`src/rtl/mult_unit_if.sv`:
```
// Execute-stage multiply unit bus: operand/control inputs and HI/LO/done outputs.
interface mult_unit_if #(
    parameter int WIDTH = 32
);
    logic             start_e;
    logic             signed_e;
    logic [WIDTH-1:0] srca_e;
    logic [WIDTH-1:0] srcb_e;
    logic             mthi_e;
    logic             mtlo_e;
    logic [WIDTH-1:0] hi_o;
    logic [WIDTH-1:0] lo_o;
    logic             mult_done;

    modport master (
        output start_e, signed_e, srca_e, srcb_e, mthi_e, mtlo_e,
        input  hi_o, lo_o, mult_done
    );

    modport slave (
        input  start_e, signed_e, srca_e, srcb_e, mthi_e, mtlo_e,
        output hi_o, lo_o, mult_done
    );
endinterface

```
`src/rtl/mult_unit.sv`:
```
// Iterative radix-2 MULT/MULTU into HI/LO, with MTHI/MTLO writes while idle.
// state  | meaning
// IDLE   | no multiply outstanding; accepts start and MT writes
// BUSY   | one shift-add step per cycle, WIDTH steps
// FINISH | apply result sign and write HI:LO
module mult_unit #(
    parameter int WIDTH = 32
) (
    input  logic        clk,
    input  logic        rst_n,
    mult_unit_if.slave  bus
);
    localparam int CW = $clog2(WIDTH);
    localparam logic [CW-1:0] LAST = CW'(WIDTH - 1);

    typedef enum logic [1:0] {IDLE, BUSY, FINISH} state_t;

    state_t             state_q;
    logic [CW-1:0]      cnt_q;
    logic [WIDTH-1:0]   mcand_q;
    logic [WIDTH-1:0]   mplier_q;
    logic [2*WIDTH:0]   acc_q;
    logic               sign_q;
    logic [WIDTH-1:0]   hi_q;
    logic [WIDTH-1:0]   lo_q;

    logic [WIDTH-1:0]   a_mag_d;
    logic [WIDTH-1:0]   b_mag_d;
    logic [WIDTH:0]     sum_d;
    logic [2*WIDTH:0]   acc_d;
    logic [2*WIDTH-1:0] res_d;

    always_comb begin
        a_mag_d = (bus.signed_e && bus.srca_e[WIDTH-1]) ? -bus.srca_e : bus.srca_e;
        b_mag_d = (bus.signed_e && bus.srcb_e[WIDTH-1]) ? -bus.srcb_e : bus.srcb_e;
        // Upper WIDTH+1 bits of the accumulator take the partial-product add.
        sum_d   = acc_q[2*WIDTH:WIDTH] + (mplier_q[0] ? {1'b0, mcand_q} : '0);
        acc_d   = {1'b0, sum_d, acc_q[WIDTH-1:1]};
        res_d   = sign_q ? -acc_q[2*WIDTH-1:0] : acc_q[2*WIDTH-1:0];
    end

    always_ff @(posedge clk or negedge rst_n) begin
        if (!rst_n) begin
            state_q  <= IDLE;
            cnt_q    <= '0;
            mcand_q  <= '0;
            mplier_q <= '0;
            acc_q    <= '0;
            sign_q   <= 1'b0;
            hi_q     <= '0;
            lo_q     <= '0;
        end else begin
            case (state_q)
                IDLE: begin
                    if (bus.start_e) begin
                        mcand_q  <= a_mag_d;
                        mplier_q <= b_mag_d;
                        sign_q   <= bus.signed_e & (bus.srca_e[WIDTH-1] ^ bus.srcb_e[WIDTH-1]);
                        acc_q    <= '0;
                        cnt_q    <= '0;
                        state_q  <= BUSY;
                    end else begin
                        if (bus.mthi_e) hi_q <= bus.srca_e;
                        if (bus.mtlo_e) lo_q <= bus.srca_e;
                    end
                end
                BUSY: begin
                    acc_q    <= acc_d;
                    mplier_q <= mplier_q >> 1;
                    cnt_q    <= cnt_q + 1'b1;
                    if (cnt_q == LAST) state_q <= FINISH;
                end
                FINISH: begin
                    hi_q    <= res_d[2*WIDTH-1:WIDTH];
                    lo_q    <= res_d[WIDTH-1:0];
                    state_q <= IDLE;
                end
                default: state_q <= IDLE;
            endcase
        end
    end

    assign bus.hi_o      = hi_q;
    assign bus.lo_o      = lo_q;
    assign bus.mult_done = (state_q == IDLE);
endmodule
```
`src/flat_wrapper.sv`:
```
// flat-port wrapper written by rule: the top's interface ports become plain ports
module mult_unit_flat 
#(
    parameter int WIDTH = 32
)
  (clk, rst_n, bus_start_e, bus_signed_e, bus_srca_e, bus_srcb_e, bus_mthi_e, bus_mtlo_e, bus_hi_o, bus_lo_o, bus_mult_done);
  mult_unit_if #(.WIDTH(WIDTH)) bus_i ();
  input  logic clk;
  input  logic rst_n;
  input wire logic [$bits(bus_i.start_e)-1:0] bus_start_e;
  input wire logic [$bits(bus_i.signed_e)-1:0] bus_signed_e;
  input wire logic [$bits(bus_i.srca_e)-1:0] bus_srca_e;
  input wire logic [$bits(bus_i.srcb_e)-1:0] bus_srcb_e;
  input wire logic [$bits(bus_i.mthi_e)-1:0] bus_mthi_e;
  input wire logic [$bits(bus_i.mtlo_e)-1:0] bus_mtlo_e;
  output wire logic [$bits(bus_i.hi_o)-1:0] bus_hi_o;
  output wire logic [$bits(bus_i.lo_o)-1:0] bus_lo_o;
  output wire logic [$bits(bus_i.mult_done)-1:0] bus_mult_done;
  assign bus_i.start_e = bus_start_e;
  assign bus_i.signed_e = bus_signed_e;
  assign bus_i.srca_e = bus_srca_e;
  assign bus_i.srcb_e = bus_srcb_e;
  assign bus_i.mthi_e = bus_mthi_e;
  assign bus_i.mtlo_e = bus_mtlo_e;
  assign bus_hi_o = bus_i.hi_o;
  assign bus_lo_o = bus_i.lo_o;
  assign bus_mult_done = bus_i.mult_done;
  mult_unit #(.WIDTH(WIDTH)) u_core (.clk(clk), .rst_n(rst_n), .bus(bus_i));
endmodule
```
`config.mk`:
```
export PLATFORM = sky130hd
export DESIGN_NAME = mult_unit_flat
export DESIGN_NICKNAME = d
export VERILOG_FILES = /design/src/rtl/mult_unit_if.sv /design/src/rtl/mult_unit.sv /design/src/flat_wrapper.sv
export SDC_FILE = /design/constraint.sdc
export NUM_CORES = 1
export LEC_CHECK = 0
export ABC_AREA = 0
export BUFFER_PORTS_ARGS = -buffer_cell sky130_fd_sc_hd__buf_2
export CORE_UTILIZATION = 25
export DETAILED_ROUTE_END_ITERATION = 10
export PLACE_DENSITY = 0.47
export SLEW_MARGIN = 10
export SYNTH_ARGS = -nofsm -noshare
export SYNTH_HDL_FRONTEND = slang
export SYNTH_SLANG_ARGS = --single-unit
```
`constraint.sdc`:
```
create_clock -name clk -period 3.9 [get_ports clk]
set_clock_uncertainty 0.05 [all_clocks]
set_input_delay 0.78 -clock clk [delete_from_list [all_inputs] [get_ports clk]]
set_output_delay 0.78 -clock clk [all_outputs]
set_load 0.02 [all_outputs]
```
==> load_flow_metrics.sql, run 1 <==
INSERT INTO impl_metrics (metric_group, metric, value, unit) VALUES
('run_status', 'outcome', 'complete, no violations', ''),
('floorplan', 'design.portCount', '135', ''),
('synthesis', 'netlist.area_leader.share', '38.8', '%'),
('drt', 'routed_wire_length_per_instance', '20.1', 'um'),
('place', 'post-place-cells', '2278', ''),
('synthesis', 'mappedNetlistArea', '12900', 'um^2'),
('drt', 'drcViolationCount', '0', ''),
('worst_setup_path', 'setup.reg_to_reg.worst_slack', '0.56', 'ns'),
('place', 'pre_cts_slack', '0.577', 'ns'),
('place', 'dpl.hpwl', '34.6', 'mm'),
('sta', 'setup_viols_final', '0', ''),
('finish', 'final_cell_mix', 'sky130_fd_sc_hd__nand2_1 (236), sky130_fd_sc_hd__dfrtp_1 (199), sky130_fd_sc_hd__o21ai_0 (189), sky130_fd_sc_hd__buf_2 (133), sky130_fd_sc_hd__nor2_1 (89)', ''),
('finish', 'mostFrequentLayoutCell', 'sky130_fd_sc_hd__nand2_1', ''),
('pwr', 'total_power_divided_by_cell_area', '817', 'nW/um^2'),
('place', 'routabilityCongestion', '0.867', ''),
('synthesis', 'async_reset_ff_share', '100', '%'),
('finish', 'areaGrowthSynthToFinish', '15.9', '%'),
('clocking', 'cts.reportedPaths.clkPinSlew', '0.07', 'ns'),
('sta', 'report.final.hold_viol_count', '0', ''),
('synthesis', 'synth_ff_type', 'sky130_fd_sc_hd__dfrtp_1', ''),
('synthesis', 'ys_seq_area_share', '38.8', '%'),
('floorplan', 'floorplan.die_area', '52500', 'um^2'),
('pwr', 'p_switching', '5.89', 'mW'),
('sta', 'fin_crit_share', '85.7', '%'),
('worst_setup_path', 'path_buf_inv', '1', ''),
('worst_setup_path', 'timing.reg2reg.worst_path_depth', '10', ''),
('worst_setup_path', 'slowest_stage', 'sky130_fd_sc_hd__dfrtp_1', ''),
('sta', 'grt_setup_unrepaired', 'false', ''),
('clocking', 'clk_latency', '0.50', 'ns'),
('grt', 'maximum_number_of_pins_on_one_net_before_global_route_repair', '76', ''),
('drt', 'vias_per_cell', '5.16', ''),
('finish', 'fin_nets', '1734', ''),
('clocking', 'clock_sink_count', '200', ''),
('synthesis', 'synth_fp_nets', '1638', ''),
('finish', 'num-fill-cells', '5437', ''),
('clocking', 'tritoncts.num_buffers', '17', ''),
('worst_setup_path', 'endpoint_kind', 'flip-flop', ''),
('synthesis', 'cell_variety_after_synth', '71', ''),
('worst_setup_path', 'critical_path.most_common_cell', 'sky130_fd_sc_hd__a31oi_1', ''),
('finish', 'area.sequential', '5010', 'um^2'),
('finish', 'insertedDiodeCount', '0', ''),
('grt', 'grt_pass1_vias', '11700', ''),
('grt', 'number_of_antenna_violations_at_the_first_check_in_global_routing', '1', ''),
('sta', 'slew_headroom', '33.1', '%'),
('drt', 'route.vias.total', '11900', ''),
('floorplan', 'initial_utilization', '25.5', '%'),
('pwr', 'pwr-share-clk', '15.3', '%'),
('worst_setup_path', 'delay_heaviest_family_cp', 'compound AO/OA/AOI/OAI gates', ''),
('drt', 'detailedRoute.firstPassIterationCount', '5', ''),
('floorplan', 'die_height', '229', 'um'),
('worst_setup_path', 'timing.critical_path.required', '4.22', 'ns'),
('pwr', 'share_seq_of_total_power', '35.0', '%'),
('sta', 'post_route_setup_tns', '0', 'ns'),
('drt', 'drt_wl_total', '46.5', 'mm'),
('clocking', 'cts_tree', 'done', ''),
('pwr', 'p_int', '6.33', 'mW'),
('worst_setup_path', 'critical_path_s_largest_stage_delay', '0.53', 'ns'),
('pwr', 'switching_share', '48.2', '%'),
('synthesis', 'yosys_register_bits', '200', ''),
('synthesis', 'synthCells', '1530', ''),
('synthesis', 'ys.warnings.count', '0', ''),
('sta', 'maxClockFrequency', '299', 'MHz'),
('synthesis', 'syn_area_per_cell', '8.44', 'um^2'),
('worst_setup_path', 'criticalPathCategory', 'reg2reg', ''),
('floorplan', 'core', '50600', 'um^2'),
('grt', 'grt_util_all_layers', '17.9', '%'),
('finish', 'area_occupied_by_multi_input_gates', '7480', 'um^2'),
('clocking', 'post_cts_resized', '0', ''),
('clocking', 'htree_num_levels', '4', ''),
('sta', 'tightestPinTransition', '1.00', 'ns'),
('drt', 'detailedRoute.firstIterationViolations', '943', '');
flip-flops by register name (all words and copies together), names as in the netlist:
signal and flops:
u_core.acc_q 64, u_core.bus.hi_o 32, u_core.bus.lo_o 32, u_core.cnt_q 5, u_core.mcand_q 32, u_core.mplier_q 32
u_core.sign_q 1, u_core.state_q 2
power by group through the flow:
stage / combinational [mW] / sequential [mW] / clock (mW)
after floorplan: 3.88 / 4.21 / 0
after global placement: 5.99 / 4.29 / 0
after detailed placement: 6.03 / 4.30 / 0
after CTS: 6.06 / 4.27 / 1.93
after global routing: 6.79 / 4.40 / 1.99
final: 6.07 / 4.27 / 1.87
final timing paths:
kind,from,to
hold / removal,rst_n,u_core.acc_q[26]
setup / recovery,u_core.mplier_q[0],u_core.acc_q[62]
hold reg to reg,u_core.mcand_q[22],u_core.mcand_q[22]
setup reg to reg,u_core.mplier_q[0],u_core.acc_q[62]
min in group clk,u_core.mcand_q[22],u_core.mcand_q[22]
max in group asynchronous,rst_n,u_core.bus.lo_o[12]
cells in the mapped netlist, types with 11 or more instances:
cell type	n
sky130_fd_sc_hd__nand2_1	237
sky130_fd_sc_hd__dfrtp_1	200
sky130_fd_sc_hd__o21ai_0	189
sky130_fd_sc_hd__nor2_1	90
sky130_fd_sc_hd__a21oi_1	85
sky130_fd_sc_hd__clkbuf_1	76
sky130_fd_sc_hd__xor2_1	73
sky130_fd_sc_hd__xnor2_1	53
sky130_fd_sc_hd__and2_1	38
sky130_fd_sc_hd__ha_1	37
sky130_fd_sc_hd__nand3_1	37
sky130_fd_sc_hd__a22oi_1	32
sky130_fd_sc_hd__o31ai_1	31
sky130_fd_sc_hd__inv_1	28
sky130_fd_sc_hd__nor3_1	28
sky130_fd_sc_hd__nor4_1	23
sky130_fd_sc_hd__nand4_1	16
sky130_fd_sc_hd__o221ai_1	16
sky130_fd_sc_hd__and3_1	14
sky130_fd_sc_hd__mux2i_1	14
sky130_fd_sc_hd__or3_1	14
sky130_fd_sc_hd__a211oi_1	13
sky130_fd_sc_hd__a31oi_1	13
sky130_fd_sc_hd__o22ai_1	12
sky130_fd_sc_hd__nand2b_1	11
sky130_fd_sc_hd__nor2b_1	11
metal layers:
layer | global-route usage, % | routed length [um] | vias to the layer above
met1 | 24.6 | 21900 | 5807
met3 | 4.16 | 2930 | 49
met5 | 0 | 8 | -
li1 | - | - | 5715
met4 | 5.52 | 866 | 2
met2 | 27.6 | 20800 | 355
metrics by stage:
| step | instance area [um^2] | hold slack (ns) | power (mW) | utilization [%] |
|---|---|---|---|---|
| after floorplan | 12900 | 0.388 | 8.09 | - |
| after global placement | 14400 | 0.413 | 10.3 | 28.4 |
| after detailed placement | 14400 | 0.413 | 10.3 | 28.4 |
| after CTS | 14900 | 0.278 | 12.3 | 29.5 |
| after global routing | 15000 | 0.311 | 13.2 | 29.6 |
| final | 15000 | 0.277 | 12.2 | 29.6 |
worst reg2reg max path, cell delays in order (launching register included):
cell and delay, ns:
sky130_fd_sc_hd__dfrtp_1 0.53, sky130_fd_sc_hd__buf_4 0.27, sky130_fd_sc_hd__and2_1 0.16, sky130_fd_sc_hd__ha_1 0.38
sky130_fd_sc_hd__nand4_1 0.17, sky130_fd_sc_hd__or3_1 0.38, sky130_fd_sc_hd__a2111o_1 0.40, sky130_fd_sc_hd__a31oi_1 0.42
sky130_fd_sc_hd__a31oi_1 0.19, sky130_fd_sc_hd__mux2i_1 0.19, sky130_fd_sc_hd__nand3_1 0.10
cell type report:
type	instances	share of cell area (%)
timing repair buffer	167	6.36
clock inverter	12	0.953
tap	672	5.62
sequential	200	33.5
inverter	28	0.703
clock buffer	19	2.89
multi-input combinational	1212	50.0
logic make-up after synthesis:
logic type | count (synthesis) | synth area share (%)
AOI/OAI and AO/OA | 472 | 22.8
DFF | 200 | 38.8
adders and majority gates | 38 | 3.74
buffers and inverters | 118 | 3.62
and+or+nand+nor | 560 | 21.3
muxes | 16 | 1.26
xor gates and xnor gates | 126 | 8.55
(Power assumes the default switching activity.)
==> run 2, diff against run 1 <==
--- a/config.mk
+++ b/config.mk
@@ -9,6 +9,7 @@
 export BUFFER_PORTS_ARGS = -buffer_cell sky130_fd_sc_hd__buf_2
 export CORE_UTILIZATION = 25
 export DETAILED_ROUTE_END_ITERATION = 10
+export MAX_ROUTING_LAYER = met4
 export PLACE_DENSITY = 0.47
 export SLEW_MARGIN = 10
 export SYNTH_ARGS = -nofsm -noshare
==> run 2 against run 1 <==
Effect of this change:
- non-clock buffer count down 7
- via count is 0.39% lower
- highest routed layer is now met4
- sequential share of layout area rose by 0.15 points
- power decreased by 0.86%
==> load_flow_metrics.sql, run 2 (synthesis gave the netlist of run 1 again) <==
INSERT INTO impl_metrics (metric_group, metric, value, unit) VALUES
('run_status', 'outcome', 'complete, no violations', ''),
('run', 'cap_violations', '0', ''),
('grt', 'number_of_antenna_violations_at_the_first_check_in_global_routing', '1', ''),
('finish', 'flip_flop_count_of_the_largest_register_all_copies_and_words_added', '64', ''),
('worst_setup_path', 'path_cells', 'buf_4, and2_1, ha_1, nand4_1, or3_1, a2111o_1, a31oi_1, o21ai_0, xor2_1, o21ai_0', ''),
('worst_setup_path', 'timing.critical_path.required', '4.26', 'ns'),
('clocking', 'htree_num_levels', '4', ''),
('worst_setup_path', 'timing.reg2reg.worst_path_depth', '10', ''),
('clocking', 'ctsLongestPathBuffers', '2', ''),
('floorplan', 'floorplan.die_area', '52500', 'um^2'),
('place', 'io_buffer_count', '134', ''),
('sta', 'maxSlewViolCount', '0', ''),
('finish', 'area.sequential', '5010', 'um^2'),
('finish', 'fin_nets', '1727', ''),
('clocking', 'post_cts_resized', '0', ''),
('finish', 'final_core_util', '29.4', '%'),
('sta', 'slew_headroom', '38.6', '%'),
('finish', 'area_occupied_by_multi_input_gates', '7480', 'um^2'),
('drt', 'drcViolationCount', '0', ''),
('floorplan', 'design.portCount', '135', ''),
('pwr', 'total_power_divided_by_cell_area', '813', 'nW/um^2'),
('grt', 'grt_util_all_layers', '18.4', '%'),
('grt', 'grt_pass1_wl', '71.5', 'mm'),
('sta', 'tightestPinTransition', '0.922', 'ns'),
('finish', 'num-fill-cells', '5429', ''),
('worst_setup_path', 'r2r-start', 'u_core.mplier_q[0]', ''),
('floorplan', 'std_cell_rows', '82', ''),
('clocking', 'clk_latency', '0.50', 'ns'),
('worst_setup_path', 'slowest_stage', 'sky130_fd_sc_hd__dfrtp_1', ''),
('finish', 'final_cell_mix', 'sky130_fd_sc_hd__nand2_1 (236), sky130_fd_sc_hd__dfrtp_1 (199), sky130_fd_sc_hd__o21ai_0 (189), sky130_fd_sc_hd__buf_2 (133), sky130_fd_sc_hd__nor2_1 (89)', ''),
('drt', 'routed_wire_length_per_instance', '20.2', 'um'),
('grt', 'overflow', '0', ''),
('hold_path', 'timing.hold.worst.class', 'in2async', ''),
('drt', 'detailedRoute.firstIterationViolations', '1050', ''),
('worst_setup_path', 'setup.reg_to_reg.worst_slack', '0.54', 'ns'),
('worst_setup_path', 'crit_arrival', '3.73', 'ns'),
('sta', 'setup_viols_final', '0', ''),
('floorplan', 'initial_utilization', '25.5', '%'),
('sta', 'post_route_setup_tns', '0', 'ns'),
('grt', 'grt_pass1_vias', '11400', ''),
('sta', 'maxClockFrequency', '297', 'MHz'),
('worst_setup_path', 'critical_path.most_common_cell', 'sky130_fd_sc_hd__o21ai_0', ''),
('floorplan', 'die_height', '229', 'um'),
('place', 'dpl.hpwl', '34.6', 'mm'),
('worst_setup_path', 'startpoint', 'u_core.mplier_q[0]', ''),
('floorplan', 'core', '50600', 'um^2'),
('floorplan', 'die_width', '229', 'um'),
('clocking', 'tritoncts.num_buffers', '17', ''),
('finish', 'mostFrequentLayoutCell', 'sky130_fd_sc_hd__nand2_1', ''),
('worst_setup_path', 'criticalPathCategory', 'reg2reg', ''),
('clocking', 'ctsRootBufferMaster', 'sky130_fd_sc_hd__clkbuf_16', ''),
('worst_setup_path', 'critical_path_s_largest_stage_delay', '0.52', 'ns'),
('finish', 'post_route_cells_drive_above_1_share', '14.0', '%'),
('clocking', 'cts.reportedPaths.clkPinSlew', '0.08', 'ns'),
('pwr', 'worst_ir_drop_vdd', '0.424', 'mV'),
('clocking', 'cts_tree', 'done', ''),
('drt', 'drt_wl_total', '46.5', 'mm'),
('finish', 'regMostFlops', 'u_core.acc_q', ''),
('worst_setup_path', 'worst_setup_path_endpoint', 'u_core.acc_q[54]', ''),
('sta', 'fin_crit_share', '86.2', '%'),
('grt', 'maximum_number_of_pins_on_one_net_before_global_route_repair', '78', ''),
('worst_setup_path', 'critical_path.max_fanout', '19', ''),
('pwr', 'total_leakage_power', '6.19', 'nW'),
('worst_setup_path', 'endpoint_kind', 'flip-flop', ''),
('drt', 'antenna_violating_nets_left', '0', ''),
('clocking', 'cts_hold_buf', '0', ''),
('drt', 'vias_per_cell', '5.16', ''),
('place', 'routabilityCongestion', '0.887', ''),
('finish', 'areaGrowthSynthToFinish', '15.4', '%'),
('sta', 'grt_setup_unrepaired', 'false', ''),
('sta', 'timing.final.crit_period', '3.36', 'ns'),
('drt', 'detailedRoute.firstPassIterationCount', '5', ''),
('worst_setup_path', 'setup.worst_path.start_class', 'flip-flop', ''),
('drt', 'route.vias.total', '11900', ''),
('clocking', 'clock_sink_count', '200', ''),
('sta', 'report.final.hold_viol_count', '0', ''),
('clocking', 'post_cts_buffers', '0', ''),
('worst_setup_path', 'reg2reg_end', 'u_core.acc_q[54]', '');
## run 2: layout make-up
type / count / share of cell area, %
multi-input cells: 1212 / 50.2
well taps: 672 / 5.64
clock inverters: 12 / 0.706
inverters: 28 / 0.706
repair buffers: 160 / 6.12
diodes: 1 / 0.0168
flip-flops and latches: 200 / 33.6
clock buffers: 19 / 2.97
## run 2: critical path, delay by kind of cell, from the launching register on
kind	cells	cell delay, ns
flops	1	0.52
simple gates	3	0.72
xor+xnor	1	0.16
buf+inv	1	0.26
fa+ha+maj	1	0.40
compound gates	4	1.18
## run 2: stage by stage
step | total power, mW | instances | worst slack (ns) | hold slack (ns) | cell area (um^2)
after floorplan | 8.09 | 1530 | 1.02 | 0.388 | 12900
after global placement | 10.3 | 2272 | 0.646 | 0.412 | 14300
after detailed placement | 10.4 | 2272 | 0.581 | 0.415 | 14300
after CTS | 12.2 | 2303 | 0.572 | 0.290 | 14900
after global routing | 13.1 | 2304 | 0.301 | 0.308 | 14900
final | 12.1 | 2304 | 0.536 | 0.268 | 14900
## run 2: worst min path at each step
stage	from	end	cells after the start
global route	rst_n	u_core.acc_q[19]	1
floorplan	u_core.mcand_q[31]	u_core.mcand_q[31]	2
detailed placement	u_core.mcand_q[31]	u_core.mcand_q[31]	2
CTS	rst_n	u_core.acc_q[19]	1
global placement	u_core.bus.lo_o[3]	u_core.bus.lo_o[3]	2
finish	rst_n	u_core.acc_q[20]	1
## run 2: power by group
part	switching, mW	internal (mW)	leakage [nW]	total [mW]
clock network	0.930	0.850	0.264	1.78
registers	1.22	3.08	2.45	4.30
logic	3.76	2.27	3.48	6.04
## run 2: per-layer routing
layer  share of wire, %  global-route usage, %  up-vias
li1                   -                      -     5707
met1                 47                   25.4     5733
met2                 44                   26.6      390
met3                6.8                   3.52       51
met4                2.2                   6.13        0
met5                  0                      -        -
